`src/rtl/reg_operand_fetch.sv`:
```
// Operand-fetch/issue stage for a 16x16 register file: busy-register scoreboard, 1-cycle issue->op_valid,
// bundle held while op_ready=0. Optional BYPASS_EN macro forwards a same-cycle writeback to the sources.
module reg_operand_fetch #(
  parameter int DATA_W  = 16,
  parameter int ADDR_W  = 4,
  parameter bit R0_ZERO = 1'b1
) (
  input  logic                     clk,
  input  logic                     rst,
  input  logic                     iss_valid,
  output logic                     iss_ready,
  input  logic [ADDR_W-1:0]        iss_rs1,
  input  logic [ADDR_W-1:0]        iss_rs2,
  input  logic [ADDR_W-1:0]        iss_rd,
  input  logic                     iss_wr,
  output logic [ADDR_W-1:0]        read_add_1,
  output logic [ADDR_W-1:0]        read_add_2,
  input  logic [DATA_W-1:0]        read_data_1,
  input  logic [DATA_W-1:0]        read_data_2,
  output logic [ADDR_W-1:0]        wr_reg_add,
  output logic                     wr_en,
  output logic [DATA_W-1:0]        wr_data,
  output logic                     op_valid,
  input  logic                     op_ready,
  output logic [DATA_W-1:0]        op_a,
  output logic [DATA_W-1:0]        op_b,
  output logic [ADDR_W-1:0]        op_rd,
  output logic                     op_wr,
  input  logic                     wb_valid,
  input  logic [ADDR_W-1:0]        wb_rd,
  input  logic [DATA_W-1:0]        wb_data,
  output logic [(1<<ADDR_W)-1:0]   busy_mask,
  output logic [15:0]              stall_cnt
);
  localparam int NREG = 1 << ADDR_W;

  logic [NREG-1:0]   busy_q, busy_d;
  logic              op_valid_q, op_valid_d;
  logic [DATA_W-1:0] op_a_q, op_a_d, op_b_q, op_b_d;
  logic [ADDR_W-1:0] op_rd_q, op_rd_d;
  logic              op_wr_q, op_wr_d;
  logic [15:0]       stall_q, stall_d;
  logic              fwd1, fwd2, hazard, accept, wb_commit, rs1_zero, rs2_zero, rd_zero;

  assign rs1_zero  = R0_ZERO && (iss_rs1 == '0);
  assign rs2_zero  = R0_ZERO && (iss_rs2 == '0);
  assign rd_zero   = R0_ZERO && (iss_rd == '0);
  assign wb_commit = wb_valid && !(R0_ZERO && (wb_rd == '0));

`ifdef BYPASS_EN
  // A writeback landing this cycle satisfies a pending source without waiting for the commit.
  assign fwd1 = wb_valid && (wb_rd == iss_rs1) && (iss_rs1 != '0);
  assign fwd2 = wb_valid && (wb_rd == iss_rs2) && (iss_rs2 != '0);
`else
  assign fwd1 = 1'b0;
  assign fwd2 = 1'b0;
`endif

  assign hazard = (busy_q[iss_rs1] && !fwd1) || (busy_q[iss_rs2] && !fwd2) ||
                  (iss_wr && busy_q[iss_rd]);
  assign iss_ready = (!op_valid_q || op_ready) && !hazard;
  assign accept    = iss_valid && iss_ready;

  assign read_add_1 = iss_rs1;
  assign read_add_2 = iss_rs2;
  assign wr_reg_add = wb_rd;
  assign wr_data    = wb_data;
  assign wr_en      = wb_commit && rst;

  assign op_valid  = op_valid_q;
  assign op_a      = op_a_q;
  assign op_b      = op_b_q;
  assign op_rd     = op_rd_q;
  assign op_wr     = op_wr_q;
  assign busy_mask = busy_q;
  assign stall_cnt = stall_q;

  always_comb begin
    busy_d     = busy_q;
    op_valid_d = op_valid_q;
    op_a_d     = op_a_q;
    op_b_d     = op_b_q;
    op_rd_d    = op_rd_q;
    op_wr_d    = op_wr_q;
    stall_d    = stall_q;

    // Clear before set so an accept that marks the same register wins.
    if (wb_valid) busy_d[wb_rd] = 1'b0;
    if (accept && iss_wr && !rd_zero) busy_d[iss_rd] = 1'b1;

    if (accept) begin
      op_valid_d = 1'b1;
      op_a_d     = rs1_zero ? '0 : (fwd1 ? wb_data : read_data_1);
      op_b_d     = rs2_zero ? '0 : (fwd2 ? wb_data : read_data_2);
      op_rd_d    = iss_rd;
      op_wr_d    = iss_wr;
    end else if (op_ready) begin
      op_valid_d = 1'b0;
    end

    if (iss_valid && hazard && (stall_q != 16'hFFFF)) stall_d = stall_q + 16'd1;
  end

  always_ff @(posedge clk or negedge rst) begin
    if (!rst) begin
      busy_q     <= '0;
      op_valid_q <= 1'b0;
      op_a_q     <= '0;
      op_b_q     <= '0;
      op_rd_q    <= '0;
      op_wr_q    <= 1'b0;
      stall_q    <= '0;
    end else begin
      busy_q     <= busy_d;
      op_valid_q <= op_valid_d;
      op_a_q     <= op_a_d;
      op_b_q     <= op_b_d;
      op_rd_q    <= op_rd_d;
      op_wr_q    <= op_wr_d;
      stall_q    <= stall_d;
    end
  end
endmodule
```
`config.mk`:
```
export PLATFORM = sky130hd
export DESIGN_NAME = reg_operand_fetch
export DESIGN_NICKNAME = d
export VERILOG_FILES = /design/src/rtl/reg_operand_fetch.sv
export SDC_FILE = /design/constraint.sdc
export NUM_CORES = 1
export LEC_CHECK = 0
export CORE_MARGIN = 2
export CORE_UTILIZATION = 46
export DETAILED_ROUTE_END_ITERATION = 16
export GPL_ROUTABILITY_DRIVEN = 0
export PLACE_DENSITY = 0.87
export SYNTH_ARGS = -nofsm -noshare
export SYNTH_HDL_FRONTEND = slang
export SYNTH_SLANG_ARGS = --single-unit
```
`constraint.sdc`:
```
create_clock -name clk -period 5.5 [get_ports clk]
set_input_delay 0.55 -clock clk [delete_from_list [all_inputs] [get_ports clk]]
set_output_delay 0.55 -clock clk [all_outputs]
set_load 0.03 [all_outputs]
```
==> summary.md <==
| Metric | Value |
|---|---|
| Synthesized netlist net count | 441 |
| Floorplan core area | 8130 µm² |
| Static leakage | 0.00253 µW |
| Transition time at the pin with the least slew margin | 0.884 ns |
| Total number of H-tree levels | 3 |
| Switching share of total power | 40.2% |
| R2R Setup Slk | 2.78 ns |
| Leading cell type in the layout, fill and taps excluded | sky130_fd_sc_hd__clkdlybuf4s50_1 |
| Worst reg2reg path endpoint | op_rd[2]$_DFFE_PN0P_ |
| Internal Dissipation | 1510 µW |
| Total of cells resized after clock tree synthesis | 0 |
| Cell count after placement | 575 |
| Placement Cell Area | 5080 µm² |
| Initial cell density of the core | 47.1% |
| Worst-path fanout max | 18 |
| Clock network latency to the later pin of the worst-skew pair | 0.33 ns |
| Count of synthesis-stage warnings from yosys | 0 |
| Count of antenna-violating nets left after detailed routing | 0 |
| Post-CTS Hold Fix Bufs | 0 |
| Initial antenna violation count | 0 |
| Largest net degree at the start of global routing | 72 |
| Outcome | complete, no violations |
| Die H | 95.3 µm |
| Category of the worst setup path capture point | output pin |
| Worst slew margin | 41.1% |
| Global-route wire length before repair | 15300 µm |
| IO buf count | 137 |
| CTS tree | done |
| Number of flip-flops and latches in the synthesized netlist | 70 |
| Clock Path Buffers | 2 |
| RSZ-0062 raised after global routing | false |
| Number of max-capacitance violations reported | 0 |
| Arrival time of the worst setup path | 3.57 ns |
| Path type of the worst min-delay path | input pin to async pin |
| Most used cells in the layout excluding fill and tap cells | sky130_fd_sc_hd__clkdlybuf4s50_1 (136), sky130_fd_sc_hd__dfrtp_1 (70), sky130_fd_sc_hd__nand2_1 (48) |
| Final antenna diode count | 0 |
| Fraction of registers with async set/reset | 100% |
| HPWL after detailed placement | 7130 µm |
| P per Cell Area | 475 nW/µm² |
| Post-synth design cell area | 3830 µm² |
| Die area | 9080 µm² |
| Maximum ir drop on the vdd rail | 0.239 mV |
| Clock sink count | 70 |
| Count of different cell masters after synthesis | 42 |
| DRT Pass-1 Iters | 5 |
| Mean instance size in the synthesized netlist | 10.4 µm² |
| I/O pins | 170 |
| Detail-routed via count per cell | 5.37 |
| Maximum achievable frequency | 0.243 GHz |
| Post-layout net count | 552 |
| Top FF cell, synth | sky130_fd_sc_hd__dfrtp_1 |
| Net Switching | 1020 µW |
| Violation count after the first detailed-route iteration | 128 |
| Startpoint Class | input pin |
| Die width | 95.3 µm |
| Critical path class | input pin to output pin |
| Clock share of power | 19.9% |
| Post-synth EDFFs | 0 |
| Crit Reg-Reg Startpoint | busy_mask[3]$_DFF_PN0_ |
| Setup Total Neg Slack | 0 ns |
| Post-route design area | 5320 µm² |
| Tmin final | 4.12 ns |
| Final setup violation count | 0 |
| Total track usage | 21.5% |
| Placement row count | 33 |
| Count of final max-slew check failures | 0 |
| Synthesis-to-finish area growth | 38.8% |
| Number of buffers inserted by post-CTS setup repair | 0 |
| Reg2Reg Depth | 8 |
| Overall overflow remaining after global route | 0 |
| Final Hold Viols | 0 |
| Clock tree root buffer cell | sky130_fd_sc_hd__clkbuf_8 |
| # fillers | 643 |
| TritonCTS buffer count | 9 |
| DRC viols | 0 |
| Total via count after detailed routing | 3176 |
| Total Routed Length | 9770 µm |
| Part of the total power dissipated in combinational logic | 47.2% |
| Layout cell share with drive strength beyond 1 | 7.20% |
| Area of the multi-input gates | 1650 µm² |
| Required @ worst endpoint | 4.95 ns |
| Part of the cycle the worst path needs | 74.9% |
| Post-synthesis cell count | 370 |
| Sequential cell area | 1750 µm² |
| Sequential fraction of the synthesis area | 45.7% |
| Wire length per cell after detailed routing | 16.5 µm |
| CTS clk-pin slew, worst paths | 0.07 ns |
| Sequential group share of total power | 32.9% |
| Worst clock skew | 0.00708 ns |
| Final cell count without fillers | 591 |
| Vias in the first global route | 3146 |
[power by group through the flow]
stage	registers (µW)	logic, µW	clock network [µW]
after floorplan	1180	355	0
after global placement	832	1170	0
after detailed placement	840	1200	0
after CTS	831	1200	512
after global routing	859	1270	537
final	832	1190	503
[kinds of logic (layout without fill, tap and decap cells)]
kind of cell,count (synthesis),after routing,synth area share (%)
adders and majority gates,1,1,0.326
AOI/OAI and AO/OA,52,52,9.04
xor gates and xnor gates,14,14,3.20
muxes,59,59,17.6
and+or+nand+nor,95,95,13.0
DFF,70,70,45.7
buffers and inverters,79,195,11.2
[worst max-delay path, cell delays in order]
cell and delay, ns:
sky130_fd_sc_hd__clkdlybuf4s50_1 0.72, sky130_fd_sc_hd__mux2i_1 0.24, sky130_fd_sc_hd__nor4b_1 0.07, sky130_fd_sc_hd__or4_4 0.56, sky130_fd_sc_hd__nor4_4 0.28, sky130_fd_sc_hd__buf_4 0.26
sky130_fd_sc_hd__and3_1 0.20, sky130_fd_sc_hd__clkdlybuf4s50_1 0.68
[registers in the layout, summed over array words and instances, names as in the netlist]
register and flops:
op_wr 1, stall_cnt 16, op_a 16, busy_mask 16, op_rd 4, op_b 16
op_valid 1
[per-layer routing]
| metal | vias to the layer above | wire length [µm] | track usage (%) |
|---|---|---|---|
| li1 | 1486 | - | - |
| met5 | - | 0 | 0 |
| met1 | 1525 | 4100 | 27.3 |
| met4 | 0 | 119 | 7.37 |
| met3 | 16 | 734 | 4.11 |
| met2 | 149 | 4820 | 36.9 |
[per-stage QoR]
stage / total power [µW] / util [%] / hold WS [ns] / worst slack (ns)
floorplan: 1530 / - / 0.254 / 2.33
global placement: 2000 / 62.4 / 0.478 / 1.43
detailed placement: 2040 / 62.4 / 0.484 / 1.39
CTS: 2540 / 65.4 / 0.455 / 1.38
global route: 2660 / 65.4 / 0.488 / 1.26
finish: 2530 / 65.4 / 0.401 / 1.38
[cell type report]
| type | instances | share of cell area [%] |
|---|---|---|
| clock inverters | 7 | 2.28 |
| inverters | 38 | 2.68 |
| well taps | 105 | 2.47 |
| multi-input cells | 221 | 31.1 |
| repair buffers | 141 | 26.2 |
| clock buffers | 9 | 2.33 |
| flip-flops and latches | 70 | 32.9 |
[cells in the mapped netlist, types with 2 or more instances]
cell | count | area share, %
sky130_fd_sc_hd__dfrtp_1 | 70 | 46
sky130_fd_sc_hd__mux2i_1 | 46 | 12
sky130_fd_sc_hd__o21ai_0 | 17 | 2.2
sky130_fd_sc_hd__mux2_2 | 4 | 1.2
sky130_fd_sc_hd__nand2b_1 | 3 | 0.49
sky130_fd_sc_hd__a211oi_1 | 7 | 1.4
sky130_fd_sc_hd__o31ai_1 | 15 | 2.9
sky130_fd_sc_hd__or4_1 | 2 | 0.39
sky130_fd_sc_hd__mux4_2 | 6 | 3.5
sky130_fd_sc_hd__buf_2 | 4 | 0.52
sky130_fd_sc_hd__buf_6 | 3 | 0.88
sky130_fd_sc_hd__xnor2_1 | 3 | 0.69
sky130_fd_sc_hd__nor2b_1 | 3 | 0.49
sky130_fd_sc_hd__buf_4 | 28 | 5.5
sky130_fd_sc_hd__nor4b_1 | 2 | 0.46
sky130_fd_sc_hd__xor2_1 | 11 | 2.5
sky130_fd_sc_hd__clkbuf_1 | 6 | 0.59
sky130_fd_sc_hd__nor2_1 | 4 | 0.39
sky130_fd_sc_hd__nand2_1 | 48 | 4.7
sky130_fd_sc_hd__mux2_1 | 3 | 0.88
sky130_fd_sc_hd__and3_1 | 3 | 0.49
sky130_fd_sc_hd__a2111oi_0 | 4 | 0.91
sky130_fd_sc_hd__a21oi_1 | 4 | 0.52
sky130_fd_sc_hd__and4_1 | 2 | 0.46
sky130_fd_sc_hd__a22oi_1 | 2 | 0.39
sky130_fd_sc_hd__nand3_1 | 11 | 1.4
sky130_fd_sc_hd__or3_1 | 2 | 0.33
sky130_fd_sc_hd__nand3b_1 | 3 | 0.59
sky130_fd_sc_hd__nand4_1 | 4 | 0.65
sky130_fd_sc_hd__inv_1 | 38 | 3.7
[how the worst max path moves through the flow]
stage	slack [ns]	to	from
2_1_floorplan	2.33	iss_ready	iss_rs2[0]
3_3_place_gp	1.43	iss_ready	iss_rs2[0]
3_5_place_dp	1.39	iss_ready	iss_rs2[0]
4_1_cts	1.38	iss_ready	iss_rs2[0]
5_1_grt	1.26	iss_ready	iss_rs2[0]
6_report	1.38	iss_ready	iss_rs2[0]
No activity file was read; power rests on OpenSTA's default activity.
